<file path="config.mk">
export PLATFORM = sky130hd
export DESIGN_NAME = framebuffer_reader
export DESIGN_NICKNAME = d
export VERILOG_FILES = /design/src/rtl/framebuffer_reader.sv
export SDC_FILE = /design/constraint.sdc
export NUM_CORES = 1
export LEC_CHECK = 0
export CORE_ASPECT_RATIO = 1.75
export CORE_MARGIN = 10
export CORE_UTILIZATION = 50
export CTS_BUF_LIST = sky130_fd_sc_hd__clkbuf_8
export DETAILED_ROUTE_END_ITERATION = 8
export PLACE_DENSITY = 0.76
export SETUP_SLACK_MARGIN = 0.05
export SYNTH_ARGS = -nofsm -noshare
export SYNTH_HDL_FRONTEND = slang
export SYNTH_SLANG_ARGS = --single-unit
</file>
<file path="constraint.sdc">
create_clock -name clk_2M -period 6.13 [get_ports clk_2M]
set_input_delay 1.226 -clock clk_2M [delete_from_list [all_inputs] [get_ports clk_2M]]
set_output_delay 1.226 -clock clk_2M [all_outputs]
set_load 0.005 [all_outputs]
</file>
<file path="src/rtl/framebuffer_reader.sv">
// Scans a frame buffer into a small pixel FIFO using credit-based read flow control.
// Optional FB_RESYNC_EN: adds frame_sync, which flushes the FIFO and restarts the scan at address 0.
module framebuffer_reader #(
    parameter int ADDR_MAX   = 19661,
    parameter int FIFO_DEPTH = 4
) (
    input  logic        clk_2M,
    input  logic        rst_n,
    input  logic        enable,
    output logic [15:0] mem_addr,
    output logic        mem_rd_en,
    input  logic [15:0] mem_rd_data,
    output logic [15:0] pix_data,
    output logic        pix_valid,
    input  logic        pix_ready,
    output logic        pix_sof,
    output logic        pix_eof,
    output logic        busy,
    output logic [7:0]  frame_cnt
`ifdef FB_RESYNC_EN
    ,
    input  logic        frame_sync
`endif
);

    localparam int PW = $clog2(FIFO_DEPTH);
    localparam int CW = PW + 1;
    localparam logic [15:0] AMAX = 16'(ADDR_MAX);

    typedef enum logic [1:0] {IDLE, RUN, DRAIN} state_t;
    typedef struct packed {
        logic [15:0] data;
        logic        sof;
        logic        eof;
    } pix_t;

    state_t          state_q, state_d;
    logic [15:0]     addr_q, addr_d;
    logic            rd_en_q, rd_en_d;
    logic            pend_q, pend_d;
    logic            pend_sof_q, pend_sof_d;
    logic            pend_eof_q, pend_eof_d;
    logic [PW-1:0]   wr_ptr_q, wr_ptr_d;
    logic [PW-1:0]   rd_ptr_q, rd_ptr_d;
    logic [CW-1:0]   cnt_q, cnt_d;
    logic [7:0]      frame_q, frame_d;
    pix_t            fifo_q [FIFO_DEPTH];
    pix_t            head;
    logic            push, pop, resync, last_rd, not_empty;
    logic [CW+1:0]   credit;

`ifdef FB_RESYNC_EN
    assign resync = frame_sync && (state_q == RUN);
`else
    assign resync = 1'b0;
`endif

    always_comb begin
        head      = fifo_q[rd_ptr_q];
        not_empty = (cnt_q != '0);
        push      = pend_q && !resync;
        pop       = not_empty && pix_ready && !resync;
        last_rd   = rd_en_q && (addr_q == AMAX);
        // Reads already issued or returning count against FIFO space, so the FIFO can never overflow.
        credit    = (CW+2)'(cnt_q) + (CW+2)'(rd_en_q) + (CW+2)'(pend_q);

        state_d    = state_q;
        addr_d     = addr_q;
        rd_en_d    = 1'b0;
        pend_d     = rd_en_q;
        pend_sof_d = (addr_q == 16'd0);
        pend_eof_d = (addr_q == AMAX);
        wr_ptr_d   = push ? wr_ptr_q + PW'(1) : wr_ptr_q;
        rd_ptr_d   = pop ? rd_ptr_q + PW'(1) : rd_ptr_q;
        cnt_d      = cnt_q + CW'(push) - CW'(pop);
        frame_d    = (pop && head.eof) ? frame_q + 8'd1 : frame_q;

        if (rd_en_q)
            addr_d = last_rd ? 16'd0 : addr_q + 16'd1;

        case (state_q)
            IDLE: begin
                addr_d = 16'd0;
                if (enable)
                    state_d = RUN;
            end
            RUN: begin
                if (last_rd && !enable)
                    state_d = DRAIN;
                else
                    rd_en_d = (credit < (CW+2)'(FIFO_DEPTH));
            end
            DRAIN: begin
                if (!not_empty && !pend_q && !rd_en_q)
                    state_d = IDLE;
            end
            default: state_d = IDLE;
        endcase

        if (resync) begin
            cnt_d    = '0;
            wr_ptr_d = '0;
            rd_ptr_d = '0;
            pend_d   = 1'b0;
            rd_en_d  = 1'b0;
            addr_d   = 16'd0;
        end
    end

    always_ff @(posedge clk_2M) begin
        if (!rst_n) begin
            state_q    <= IDLE;
            addr_q     <= 16'd0;
            rd_en_q    <= 1'b0;
            pend_q     <= 1'b0;
            pend_sof_q <= 1'b0;
            pend_eof_q <= 1'b0;
            wr_ptr_q   <= '0;
            rd_ptr_q   <= '0;
            cnt_q      <= '0;
            frame_q    <= 8'd0;
        end else begin
            state_q    <= state_d;
            addr_q     <= addr_d;
            rd_en_q    <= rd_en_d;
            pend_q     <= pend_d;
            pend_sof_q <= pend_sof_d;
            pend_eof_q <= pend_eof_d;
            wr_ptr_q   <= wr_ptr_d;
            rd_ptr_q   <= rd_ptr_d;
            cnt_q      <= cnt_d;
            frame_q    <= frame_d;
        end
    end

    always_ff @(posedge clk_2M) begin
        if (push)
            fifo_q[wr_ptr_q] <= '{data: mem_rd_data, sof: pend_sof_q, eof: pend_eof_q};
    end

    // Head fields are gated so an empty FIFO presents zeros instead of stale storage.
    assign mem_addr  = addr_q;
    assign mem_rd_en = rd_en_q;
    assign pix_valid = not_empty;
    assign pix_data  = not_empty ? head.data : 16'd0;
    assign pix_sof   = not_empty && head.sof;
    assign pix_eof   = not_empty && head.eof;
    assign busy      = (state_q != IDLE) || not_empty;
    assign frame_cnt = frame_q;

endmodule
</file>
# ---- Word-level counts from Yosys, hierarchy flattened
# Memory sizes are Yosys's and may differ from the RTL's. A register that Yosys moved wholly into a read port is not among the register bits.
# Index checks and enable logic that the tools add are counted.
dict set report totals {
  ff_bits 37
  memories 1
  ram_bits 72
  inputBits 20
  mem_bits_ro 0
  latch_bits 0
}
dict set report op_classes {
  multipliers 0
  shift 0
  div_mod_pow 0
  eq_ne 6
  n_reduce_logical 20
  muxes 10
  bitwise_logic 2
  n_lt_le_gt_ge 1
  add_sub_neg 8
}
# memory words word_bits rd rd_ports_with_merged_regs write_ports line_no
set memory_table {}
lappend memory_table {fifo_q 4 18 1 1 1 47} ;# pix_t fifo_q [FIFO_DEPTH];
# cell count
set ops {}
lappend ops {{$mux W16} 2}
lappend ops {{$add A16 B1 Y16 const B} 1}
lappend ops {{$eq A16 B15 Y1 const B} 1}
lappend ops {{$logic_not A16 Y1} 1}
lappend ops {{$mux W2} 5}
lappend ops {{$add A8 B1 Y8 const B} 1}
lappend ops {{$logic_and A1 B1 Y1} 8}
lappend ops {{$ne A2 B2 Y1 const B} 3}
lappend ops {{$pmux W2 S3} 1}
lappend ops {{$add A4 B1 Y5} 1}
lappend ops {{$lt A5 B3 Y1 const B} 1}
lappend ops {{$add A2 B1 Y2 const B} 2}
lappend ops {{$add A3 B1 Y4} 1}
lappend ops {{$logic_not A1 Y1} 4}
lappend ops {{$add A3 B1 Y3} 1}
lappend ops {{$reduce_and A3 Y1} 1}
lappend ops {{$reduce_bool A3 Y1} 1}
lappend ops {{$reduce_or A3 Y1} 1}
lappend ops {{$sub A3 B1 Y3} 1}
lappend ops {{$eq A2 B1 Y1 const B} 1}
lappend ops {{$eq A2 B2 Y1 const B} 1}
lappend ops {{$logic_not A2 Y1} 1}
lappend ops {{$mux W1} 2}
lappend ops {{$not A1 Y1} 2}
lappend ops {{3 further kinds} 3}

# ---- Longest topological paths before layout
# Gate-level depths: netlist (run 1).
dict set report logic_depth {
  word_depth 6
  depth_mapped 9
  ltp_nobuf 8
}

# ---- Least setup slack after synthesis (run 1)
# OpenSTA, ideal clock, no wires.
dict set report synth_timing {
  path_kind {in2reg}
  startpoint {in pix_ready}
  endpoint {reg cnt_q[2]}
  arrival_time_ns 2.758
  stages 9
  required_time_ns 6.015
  path_slack_ns 3.258
  setup_time_ns 0.115
  cell_sequence {o31a_1 clkbuf_1 ha_1 inv_1 ha_1 inv_1 fa_1 xor2_1 and2_1}
}
dict set report synth_between {
  elab_chain_len 2
}
# item line_no
set synth_rtl {}
lappend synth_rtl {{start, declared} 15} ;# input logic pix_ready,
lappend synth_rtl {{$logic_and A1 B1 Y1} 62} ;# pop = not_empty && pix_ready && !resync;
lappend synth_rtl {{net pop} 49} ;# logic push, pop, resync, last_rd, not_empty;
lappend synth_rtl {{$sub A3 B1 Y3} 75} ;# cnt_d = cnt_q + CW'(push) - CW'(pop);
lappend synth_rtl {{end signal, assigned} 131} ;# cnt_q <= cnt_d;
lappend synth_rtl {{end, declared} 45} ;# logic [CW-1:0] cnt_q, cnt_d;
# The timed path passes the listed nets, and every way through them passes these cells.
# A chain may end at the register's enable or synchronous reset.

==> results of run 1 <==
where the power goes:
group	switching [mW]	internal, mW
registers	0.0318	0.822
logic	0.185	0.281
clock network	0.259	0.161
state kept, by name, indices dropped and copies added, names as in the netlist, named ones only:
register	cells
cnt_q	3
fifo_q	72
frame_cnt	8
mem_addr	16
mem_rd_en	1
pend_eof_q	1
pend_q	1
pend_sof_q	1
rd_ptr_q	2
state_q	2
wr_ptr_q	2
final cells by class:
cell class	count	area, sq um
Multi-Input combinational cell	186	1570
Timing Repair Buffer	65	648
Inverter	9	33.8
Fill cell	728	3490
Clock buffer	9	124
Clock inverter	7	72.6
Tap cell	120	150
Sequential cell	111	2940
metal layers:
| metal | vias up | wire [um] |
|---|---|---|
| met5 | - | 0 |
| met1 | 1295 | 3350 |
| met3 | 14 | 537 |
| li1 | 1302 | - |
| met2 | 67 | 4770 |
| met4 | 0 | 179 |
through the flow:
stage          instances   util  hold slack [ps]
2_1_floorplan        320      -              435
3_5_place_dp         491  0.592              462
5_1_grt              507  0.613              509
4_1_cts              507  0.613              489
6_report             507  0.613              485
3_3_place_gp         491  0.592              445
critical path, stage by stage, from the launching register on:
cell             delay, ps
dfxtp_1                900
mux4_2                 510
and2_1                 210
clkdlybuf4s50_1        450
worst min path at each step:
stage | startpoint | to | cells past startpoint
finish | pend_eof_q | fifo_q[0][0] | 0
CTS | state_q[1] | state_q[0] | 1
floorplan | state_q[1] | state_q[0] | 1
detailed placement | state_q[1] | state_q[0] | 1
global placement | state_q[1] | state_q[0] | 1
global route | state_q[1] | state_q[0] | 1
synthesized netlist by cell type (all sizes together), types with 2 or more instances:
master / instances
dfxtp: 39
nand3: 9
nand3b: 4
xnor2: 19
nor3: 8
mux4: 18
ha: 12
and2: 36
nor2b: 2
nand2b: 2
and4: 2
nor3b: 2
or4: 3
a21oi: 3
xor2: 6
edfxtp: 72
buf: 4
nor4: 4
inv: 9
clkbuf: 10
nand2: 9
nor2: 21
nand4: 11
mux2i: 3
and3: 3
cells by family after synthesis:
| family | after synthesis | share of synthesized area |
|---|---|---|
| mux | 21 | 0.0943 |
| simple gates | 119 | 0.149 |
| compound gates | 8 | 0.0130 |
| flops | 111 | 0.638 |
| fa+ha+maj | 13 | 0.0369 |
| buf+inv | 23 | 0.0220 |
| xor+xnor | 25 | 0.0474 |
==> summary by stage, run 1 <==
Clock network
The worst-skew pair later-pin latency is about 380 ps. The number of buffers on the longest clock path is 2. The tree is rooted in a clkbuf_8.

The depth of the CTS H-tree is 3. The post-cts sizing count is 0. For this design, the sink count on the clock tree is 111. The number of clock buffers added by TritonCTS is 9. In this run the post-CTS setup repair buffer count came out at 0. The number of hold buffers added after cts is 0.

The CTS tree is yes. After clock tree synthesis, the clock-pin slew on the worst setup and hold paths is between 100 and 150 ps.

Power and ir drop
The worst-case IR drop observed on VDD is around 0.00015 V. The static leakage is between 1.5 and 2 nW. The total power after layout is around 1.7 mW. The power per unit of standard cell area is approximately 310 nW/um^2.

Placement
The number of buffers inserted by port buffering is 64. The HPWL after detailed placement is 6.20 mm. The total cell area at the placement stage is 5350 sq um. OpenSTA, run right after detailed placement, puts the worst setup slack at ~2700 ps.

The placer's final routability congestion estimate is slightly below 0.8.

GRT
In this run the most used layer during global routing was met2. For this run, the total global-route usage over all layers was measured as 0.136. The first global-routing pass estimated between 10 and 15 mm of wire. In the global route stage, met1 resource usage came out at 0.143. The met3 usage is 0.0423. The global routing met2 resource utilization is 0.239. Entering global routing, the biggest net connects 25 pins. The overall overflow remaining after global route is 0.

The initial antenna violation count was 0. The number of global-route vias before repair came to between 2000 and 3000.

STA
For the finished layout, the period the worst path requires is 3670 ps. The worst slew margin relative to its limit is 0.353. The number of hold violations in the final report was 0. Between clock sinks in the finished design, the worst skew comes to approximately 15 ps. For the pin with the worst max-slew slack, the measured transition is approximately 970 ps.

The max-slew violation count came to 0. The final worst-path cycle share is 0.598. Setup repair after global routing left no endpoint under its margin. Setup violations remaining at the end of the flow were counted as 0. Derived from the worst setup path, the maximum achievable clock frequency is 0.273 GHz. The summed negative setup slack over all endpoints is 0 ps. The setup slack of the critical path after layout is around 2500 ps.

Floorplanning
The die boundary width is slightly above 90 um. The core outline area is ~9000 sq um. During I/O placement, the number of pins put on the boundary was 65. The initial core utilization is 0.511.

The vertical die dimension is around 150 um. The floorplan step defined a die boundary enclosing 13600 sq um. Row generation in the floorplan step produced 46 rows.

Routing
Summed over all layers, the routed wires come to approximately 8.8 mm. The total vias in the final route is 2678. The average vias per placed instance is 5.28. The routed length per instance is 17.4 um. The count of TritonRoute iterations in the first routing pass is 4. The detail route stage leaves a number of antenna-violating nets equal to 0. The total DRC errors in the routed layout is 0. After the first detailed-routing iteration, the DRC count stood at 95.

Worst setup path
The register-to-register path setup slack is slightly below 4000 ps. The beginning of the worst register-to-register path is cnt_q[1]. The critical path data arrival time is approximately 2400 ps. STA classifies the critical path endpoint as an output pin. STA classifies the critical path startpoint as a flip-flop. Of all nets on the critical path, the largest fanout is 18. The worst register-to-register path has a depth of 8. The kind of critical path is flip-flop to output pin. The required time of the critical path is roughly 4900 ps. In this run the worst setup path terminates at pix_eof. The worst register-to-register path ends at cnt_q[2].

Layout
The number of diodes added for antenna fixing is 0. The summed area of non-filler cells in the final layout is 5540 sq um. The synthesis-to-finish area growth is 20.1%. Leaving out fill and tap cells, the most frequent cells in the layout are edfxtp_1, clkdlybuf4s50_1, dfxtp_1. Of the cells placed in the final design, the portion with a size suffix greater than 1 is 0.101. The final-stage net count is approximately 420.

Leaving out fill and tap cells, the most frequent cell in the layout is edfxtp_1.

Yosys
The share of the yosys chip area belonging to registers is 0.638. The number of distinct library cells after synthesis is 37. The Yosys step of the flow raised 0 warnings. After synthesis, the share of flip-flops with an asynchronous set or reset is 0.

The most used flip-flop cell after synthesis is edfxtp_1. The net count of the mapped netlist is between 300 and 400. Yosys mapped a number of flops with a built-in enable equal to 72.

The share of the synthesized area in the top cell type is 0.468. The cell type contributing the most total cell area after synthesis is edfxtp_1. The post-synthesis area per instance is between 10 and 15 sq um.

The cell area that synthesis handed to floorplanning was 4620 sq um. Synthesis inferred 111 register bits. Counting every instance in the synthesized netlist gives 320. By area the synthesized netlist is led by edfxtp_1, dfxtp_1, mux4_2.

Hold path
The worst min-delay path class is flip-flop to flip-flop.

Run
The number of max-capacitance violations reported is 0.

Run status
The flow ran to the end, and the final reports show no timing, DRC or antenna violations.
Note: power is estimated with default switching activity, not from simulation.
==> run 2, diff against run 1 <==
Settings changed: PLACE_DENSITY 0.76 to 0.79.
Clock period 6.13 ns to 3.3 ns, I/O delays scaled along.
==> run 2 against run 1 <==
  * First-iteration DRC count increased by 16%
  * Clock skew decreased by 3.4 ps
  * Final cell count increased by 0.79%
  * Highest routed layer unchanged
  * Worst hold slack improved by 4.4 ps
  * Combinational power increased by 86%
  * Core utilization increased by 0.51 points
  * Critical path type unchanged
  * Global-route usage decreased by 0.36 points
  * Clock power increased by 100%
  * Non-clock buffer count increased by 4
  * Critical path depth increased by 1
==> summary by stage, run 2 (synthesis gave the netlist of run 1 again) <==
GRT
The initial antenna violation count is 0 (unchanged). The met3 usage is 0.0423 (unchanged). The number of global-route vias before repair is 2881 (+4.7%). In this run the most used layer during global routing was met2. The largest net degree at the start of global routing is 25 (unchanged).

The overall overflow remaining after global route came to 0 (unchanged). The global routing met2 resource utilization was 0.226 (-0.0131). The first-pass GRT wire length is 14.4 mm (-0.57%). The overall global routing resource usage is 0.132 (-0.00358). The met1 capacity usage during global routing is 0.146 (+0.00268).

Worst setup path
The cell at the slowest stage of the critical path is dfxtp_1. By startpoint and endpoint, the worst setup path is classified as flip-flop to output pin. In this run the worst setup path terminates at pix_data[3]. The critical path data arrival time is 2340 ps (-100 ps). The category of the worst setup path launch point is a flip-flop. The required time of the critical path is 2640 ps (-2260 ps).

The beginning of the worst register-to-register path is cnt_q[1]. The endpoint identified for the worst register-to-register timing path is cnt_q[2]. The number of cells traversed by the worst register-to-register path is 8 (unchanged). The type of destination of the critical path is an output pin. The top fanout value on the critical path was 7 (-11). The largest stage delay on the critical path is 570 ps (-330 ps). Walking the worst path, the cells encountered are buf_4 > mux4_2 > and2_1 > clkdlybuf4s50_1. The register-to-register path setup slack is 1290 ps (-2630 ps).

Run status
The flow ran to the end, and the final reports show no timing, DRC or antenna violations.

Layout
The share of cells above drive strength 1 is 0.110 (+0.00920). Leaving out fill and tap cells, the most frequent cell in the layout is edfxtp_1. The synthesis-to-finish area growth is 21.1%. The final-stage net count is 419 (+0.96%). The flip-flop count of the largest register, all copies and words added is 72 (unchanged). Leaving out fill and tap cells, the most frequent cells in the layout are edfxtp_1, clkdlybuf4s50_1, dfxtp_1.

The final core utilization is 0.619 (+0.00512). The register with the most flip-flops in the final layout is fifo_q. The number of diodes added for antenna fixing is 0 (unchanged).

Clock network
The worst-skew pair later-pin latency was 370 ps (about the same). The post-cts sizing count is 0 (unchanged). The clock tree root buffer cell is clkbuf_8. The number of hold buffers added after cts was 0 (unchanged). The CTS buffer count is 9 (unchanged). The number of sinks handled by clock tree synthesis came to 111 (unchanged). The depth of the CTS H-tree is 3 (unchanged).

The CTS tree is yes. The post-CTS clock slew at the launch and capture registers of the worst setup and hold paths is 100 ps (-20 ps). The number of buffers on the longest clock path came to 2 (unchanged). The buffer count from post-CTS setup fixing is 0 (unchanged).

Power and ir drop
The switching share of power was 0.263 (-0.0111). The net switching power is 866 uW (+82%). The power per unit of standard cell area is 590 nW/um^2 (+88%). The internal portion of total power is 2.43 mW (+92%).

The static leakage came to 1.84 nW (+1.5%). The combinational fraction of design power came to 0.263 (-0.005). The clock network power share is 0.255 (+0.013). The maximum ir drop on the vdd rail is 0.000246 V (+61%). The share of total power in sequential cells is 0.482 (-0.008).

The total power after layout came to 3.30 mW (+90%).

Floorplanning
The vertical die dimension was 147 um (unchanged). The row count is 46 (unchanged). The boundary pin count came to 65 (unchanged). The overall die area is 13600 sq um (unchanged). The initial core utilization is 0.511 (unchanged). The die boundary width is 92.6 um (unchanged). The core outline area came to 9040 sq um (unchanged).

STA
The worst slew margin relative to its limit is 0.376 (+0.0225). The max-slew violation count is 0 (unchanged). The setup slack of the critical path after layout is 297 ps (-2160 ps). The number of failing setup endpoints in the final timing report is 0 (unchanged). The worst slack on hold paths is 489 ps (+4.43 ps). The number of hold violations in the final report was 0 (unchanged). Setup repair after global routing left no endpoint under its margin.

The transition time at the pin with the least slew margin is 936 ps (-33.8 ps). The summed negative setup slack over all endpoints was 0 ps (unchanged). Derived from the worst setup path, the maximum achievable clock frequency is about 0.33 GHz.

The final worst-path cycle share is 0.910. The post-route clock skew is 11.8 ps (-3.43 ps). The shortest period the worst path allows is roughly 3000 ps.

Placement
The HPWL after detailed placement is 6.20 mm (about the same). The placer's final routability congestion estimate is 0.803 (+4.1%). The setup slack at placement is 648 ps (-2030 ps). The number of buffers inserted by port buffering came to 64 (unchanged).

Routing
The count of TritonRoute iterations in the first routing pass came to 4 (unchanged). The overall routed net length was 8.71 mm (-1.5%). The total DRC errors in the routed layout is 0 (unchanged). The total vias in the final route is 2727 (+1.8%). The initial DRC count is 110 (+16%).

The average vias per placed instance was 5.34 (+1.0%). The routed length per instance is 17.0 um (-2.3%). The number of nets with antenna violations after routing was 0 (unchanged).

Hold path
The worst min-delay path class is flip-flop to flip-flop.

Run
The number of max-capacitance violations reported is 0 (unchanged).
## run 2: cell count changes in the layout (fill, tap and decap cells not counted), sizes merged
cell,delta
buf,+4
bufinv,+1
inv,-1
## run 2: area by class of cell
cell class / count / area [sq um]
repair buffers: 69 / 678
clock buffers: 9 / 124
fillers: 727 / 3450
well taps: 120 / 150
inverters: 9 / 33.8
flip-flops and latches: 111 / 2940
clock inverters: 7 / 88.8
multi-input cells: 186 / 1570
## run 2: worst max-delay path, delay by kind of cell (launching register included)
family | cells | cell delay, ps
buffers and inverters | 2 | 710
DFF | 1 | 570
muxes | 1 | 520
and+or+nand+nor | 1 | 170
## run 2: stage by stage
step           cells  area, sq um
6_report         511         5590
5_1_grt          511         5590
4_1_cts          511         5590
3_5_place_dp     495         5380
3_3_place_gp     495         5380
2_1_floorplan    320         4620
## run 2: worst min-delay path by stage
stage / to / cells after the start / start
5_1_grt: state_q[0] / 1 / state_q[1]
3_5_place_dp: state_q[0] / 1 / state_q[1]
4_1_cts: state_q[0] / 1 / state_q[1]
3_3_place_gp: state_q[0] / 1 / state_q[1]
2_1_floorplan: state_q[0] / 1 / state_q[1]
6_report: state_q[0] / 1 / state_q[1]
## run 2: power by group through the flow
stage          clock network [mW]  logic (mW)  registers, mW
3_5_place_dp                    0       0.893           1.62
3_3_place_gp                    0       0.868           1.62
5_1_grt                     0.917       0.962           1.60
6_report                    0.840       0.869           1.59
4_1_cts                     0.860       0.895           1.59
2_1_floorplan                   0       0.502           1.59
## run 2: layer usage
layer,vias up,share of wire
met5,-,0
met3,11,0.066
met1,1330,0.40
met4,0,0.019
li1,1302,-
met2,84,0.52
